**config.mk**
```make
export PLATFORM = sky130hd
export DESIGN_NAME = cond_check
export DESIGN_NICKNAME = d
export VERILOG_FILES = /design/src/rtl/cond_pkg.sv /design/src/rtl/cond_check.sv
export SDC_FILE = /design/constraint.sdc
export NUM_CORES = 1
export LEC_CHECK = 0
export CORE_AREA = 4 4 41 43
export DETAILED_ROUTE_END_ITERATION = 8
export DIE_AREA = 0 0 45 47
export SETUP_SLACK_MARGIN = 0.4
export SLEW_MARGIN = 20
export SYNTH_ARGS = -nofsm -noshare
export SYNTH_HDL_FRONTEND = slang
export SYNTH_SLANG_ARGS = --single-unit
```
**constraint.sdc**
```tcl
create_clock -name vclk -period 1.25
set_input_delay 0.25 -clock vclk [all_inputs]
set_output_delay 0.25 -clock vclk [all_outputs]
set_load 0.02 [all_outputs]
```
**src/rtl/cond_pkg.sv**
```systemverilog
// Shared types for the execute-stage condition unit: condition-code encoding
// and NZCV bit positions.
package cond_pkg;

    typedef enum logic [3:0] {
        COND_EQ = 4'h0,
        COND_NE = 4'h1,
        COND_CS = 4'h2,
        COND_CC = 4'h3,
        COND_MI = 4'h4,
        COND_PL = 4'h5,
        COND_VS = 4'h6,
        COND_VC = 4'h7,
        COND_HI = 4'h8,
        COND_LS = 4'h9,
        COND_GE = 4'hA,
        COND_LT = 4'hB,
        COND_GT = 4'hC,
        COND_LE = 4'hD,
        COND_AL = 4'hE,
        COND_NV = 4'hF
    } cond_t;

    localparam int FLAG_N = 3;
    localparam int FLAG_Z = 2;
    localparam int FLAG_C = 1;
    localparam int FLAG_V = 0;

endpackage

```
**src/rtl/cond_check.sv**
```systemverilog
// Combinational condition evaluator: condition code plus NZCV gives the pass bit.
module cond_check
    import cond_pkg::*;
(
    input  cond_t      cond,
    input  logic [3:0] flags,
    output logic       pass
);

    logic n, z, c, v;

    assign n = flags[FLAG_N];
    assign z = flags[FLAG_Z];
    assign c = flags[FLAG_C];
    assign v = flags[FLAG_V];

    always_comb begin
        pass = 1'b0;
        case (cond)
            COND_EQ: pass = z;
            COND_NE: pass = ~z;
            COND_CS: pass = c;
            COND_CC: pass = ~c;
            COND_MI: pass = n;
            COND_PL: pass = ~n;
            COND_VS: pass = v;
            COND_VC: pass = ~v;
            COND_HI: pass = c & ~z;
            COND_LS: pass = ~c | z;
            COND_GE: pass = (n == v);
            COND_LT: pass = (n != v);
            COND_GT: pass = ~z & (n == v);
            COND_LE: pass = z | (n != v);
            COND_AL: pass = 1'b1;
            default: pass = 1'b0;
        endcase
    end

endmodule

```
# Yosys cells after proc, flatten, opt, wreduce, memory -nomap -nowiden
# Index checks and enable logic that the tools add are counted.
dict set report totals {
  register_bits 0
  latch_bits 0
  ram_bits 0
  rom_bits 0
  input_bits 8
  memories 0
}
dict set report op_classes {
  addsub 0
  mul 0
  n_div 0
  n_lt_le_gt_ge 0
  n_eq_ne 16
  shift 0
  mux 1
  bitwise_logic 8
  reduce_logical 1
}
# operator count
set ops {}
lappend ops {{4-bit == test, second input constant} 7}
lappend ops {{4-bit by 3-bit == test with 1-bit output, second input constant} 4}
lappend ops {{1-bit case mux with 15 select lines} 1}
lappend ops {{4-bit by 2-bit == test with 1-bit output, second input constant} 2}
lappend ops {{4-bit by 1-bit == test with 1-bit output, second input constant} 1}
lappend ops {{4-bit logical NOT} 1}
lappend ops {{1-bit inverter} 4}
lappend ops {{1-bit AND} 2}
lappend ops {{1-bit bitwise OR} 2}
lappend ops {{1-bit == test} 1}
lappend ops {{1-bit != test} 1}

# Logic depth before layout (Yosys ltp)
dict set report depth {
  word_depth 3
  depth_mapped 5
}

# Worst setup path before layout
# Ideal clock, no wire load.
dict set report synth_path {
  kind {input-to-output}
  start {in cond[3]}
  end {out pass}
  arrival_ns 1.196
  required_ns 1.000
  slack_ns -0.196
  path_stages 5
  cell_sequence {buf_2 -> or2b_1 -> o22ai_1 -> a211o_1 -> a211o_1}
}
dict set report synth_via {
  elab_chain_len 2
}
# element line_no
set synth_lines {}
lappend synth_lines {{start, declared} cond_check.sv:5} ;# input cond_t cond,
lappend synth_lines {{4-bit == test (tied with other cells)} cond_check.sv:19} ;# case (cond)
lappend synth_lines {{1-bit case mux with 15 select lines (*)} cond_check.sv:19}
lappend synth_lines {{end, declared} cond_check.sv:7} ;# output logic pass
# Mark *: on every way between the ends. The rest lies on a longest branch, timed or not.

# Worst setup path after layout
dict set report layout_path {
  start {in flags[3]}
  end {out pass}
}
dict set report layout_via {
  elab_chain_len 3
}
# element line_no
set layout_lines {}
lappend layout_lines {{start, declared} cond_check.sv:6} ;# input logic [3:0] flags,
lappend layout_lines {{1-bit != test / 1-bit == test (equally long branches)} -}
lappend layout_lines {{1-bit bitwise OR / 1-bit AND (equally long branches)} {cond_check.sv:33, cond_check.sv:32}}
lappend layout_lines {{1-bit case mux with 15 select lines (*)} cond_check.sv:19}
# Marks and branches as above.

==> results.md <==
- Status: complete, but fails checks
- Failing checks: setup timing
- Req. time, crit path: 1.00 ns
- Switch Pwr: about 58 uW
- Type of origin of the critical path: input port
- Initial Utilization: ~15%
- Top cells by area, synth: a211o_1, xnor2_2, a21oi_1
- Met2 Wirelength: between 200 and 300 um
- Synth cell types: 20
- Clock power frac: 0%
- Drt drc: 0
- Top Layer Used: met3
- Wl on met1: 298 um
- Power share of the combinational group: 100.0%
- Largest family of logic cells by synthesized area: compound AO/OA/AOI/OAI gates
- Type of the worst setup path: input port to primary output
- Total vias in the final route: 264
- Final non-filler cell total: between 50 and 60
- Crit path capture type: primary output
- Synth Area in Compound Gates: about 40%
- Area Growth Syn to Fin: 103%
- Mapped Cells: 28
- Final setup violation count: 1
- Total design power: between 100 and 150 uW
- Setup Slack @ Placement: -1.31 ns
- Core area: around 1300 sq um
- Cell row count: 13
- Slew margin rel.: between 80% and 90%
- Tmin final: 1.62 ns
- Ant diodes: 0
- Area share of fa/ha/maj cells after synthesis: 0%
- Arr. time, crit path: ~1.4 ns
- Pwr dens: ~360 nW/um^2
- Vias in the first global route: 256
- Largest net degree at the start of global routing: 9
- Share of the synthesized area in the top cell type: under 10%
- Hold Buf Count CTS: 0
- Synth area leader: a211o_1
- Internal Pwr Total: around 83 uW
- Peak supply drop: 0.000196 V
- I/O pin count: 9
- Layout cell share with drive strength beyond 1: ~45%
- Sw Share: ~41%
- Avg WL per Cell: 10.8 um
- Sequential area share after synthesis: 0%
- Layout net count: between 50 and 60
- DP Wirelength: roughly 510 um
- Multiplexer share of the synthesized area: under 10%
- DIE AREA: roughly 2100 sq um
- FF+latch count: 0
- Total grt overflow: 0
- Number of clock buffers in the layout: 0
- Fin util: 30.3%
- Simple-gate portion of the synthesized area: roughly a third
- Fin area: 394 sq um
- Count leader, synth: a21oi_1
- Placement-stage cell area: roughly 360 sq um
- Met3 wire len: approximately 42 um
- Least-Margin Pin Slew: roughly 0.20 ns
- Slack of the critical path: -0.370 ns
- Lkg Pwr: between 0.15 and 0.2 nW
- GRT Total Usage: 5.98%
- Final hold vios: 0
- Initial DRC count: 1
- Fmax achieved: around 600 MHz
- Drt pass-1 iters: 2
- Fillcell total: around 150
- Yosys Warn Count: 0
- First-pass GRT wire length: slightly below 1 mm
- GPL Wtd Cong: 0.782
- Drt total wl: between 600 and 700 um
- Unrepaired setup endpoints after global routing: yes
- Avg Synthesized Cell Area: approximately 7 sq um
- Critical Path Fanout Max: 5
- Post-Syn Nets: 36
- Post-synthesis xor/xnor area fraction: between 10% and 20%
- Routed vias/inst: 4.63
- Routed Antenna Nets: 0
- # Max-Cap Violations: 0
- Buffers added on ports: 9
- Seq pwr share: 0%
- Initial antenna violation count: 0
- Mapped Area: between 150 and 200 sq um
- Worst min path class: input port to primary output
- Fin. max-slew vios: 0
- Die extent in y: between 40 and 50 um
- Placed cell count: 57
- FF/Latch Area: 0 sq um
- Tcrit/Tclk final: 130%
- Die width: approximately 45 um
## worst max-delay path, stage by stage
cell and delay [ns]:
buf_12 0.11, xnor2_4 0.18, o22ai_1 0.11, a211o_1 0.26, a211o_1 0.31, buf_6 0.14
## worst paths after layout
kind / start / to / slack, ns / depth (start not counted)
min: cond[2] / pass / 1.05 / 5
max: flags[3] / pass / -0.37 / 6
## routing by layer
layer  global-route usage [%]  up-vias
met5                        0        -
met4                        0        0
met2                     10.2        9
met3                        0        0
li1                         -      135
met1                     8.99      120
## placed cells by master (no fill, tap or decap)
master / instances
a211o_1: 2
a21oi_1: 2
a21oi_2: 1
a221oi_2: 1
a22oi_1: 1
and3b_2: 1
buf_12: 1
buf_2: 1
buf_4: 6
buf_6: 4
buf_8: 1
clkdlybuf4s15_1: 3
mux2_4: 1
nand2_1: 2
nand2b_1: 2
nor2_1: 2
nor2b_4: 1
nor3_1: 2
nor3b_1: 1
o211ai_1: 2
o22ai_1: 1
o31ai_1: 1
or2b_1: 1
xnor2_4: 1
xor2_1: 1
## power groups by stage
stage	Sequential (mW)	Combinational, mW	Clock (mW)
after floorplan	0	0.0666	0
after global placement	0	0.130	0
after detailed placement	0	0.131	0
after CTS	0	0.137	0
after global routing	0	0.153	0
final	0	0.142	0
## metrics by stage
step,hold WS [ns],setup TNS (ns)
2_1_floorplan,0.814,-0.156
3_3_place_gp,1.92,-1.30
3_5_place_dp,1.91,-1.31
4_1_cts,1.05,-0.347
5_1_grt,1.09,-0.412
6_report,1.05,-0.370
## repair_timing
item | CTS | global route
buffers inserted | 0 | 0
setup endpoints to repair | 1 | 1
pin swaps | 8 | 4
gates resized for setup | 45 | 5
endpoints found under the hold margin | 0 | 0
## area by class of cell
cell class	instances	area [sq um]	area share (%)
well taps	15	18.8	4.76
multi-input cells	26	215	54.6
repair buffers	16	160	40.6
## cells by family (layout without fill, tap and decap cells)
group,after synthesis,after routing
xor+xnor,2,2
simple gates,12,12
mux,1,1
buf+inv,2,16
compound gates,11,11
No activity file was read; power rests on OpenSTA's default activity.
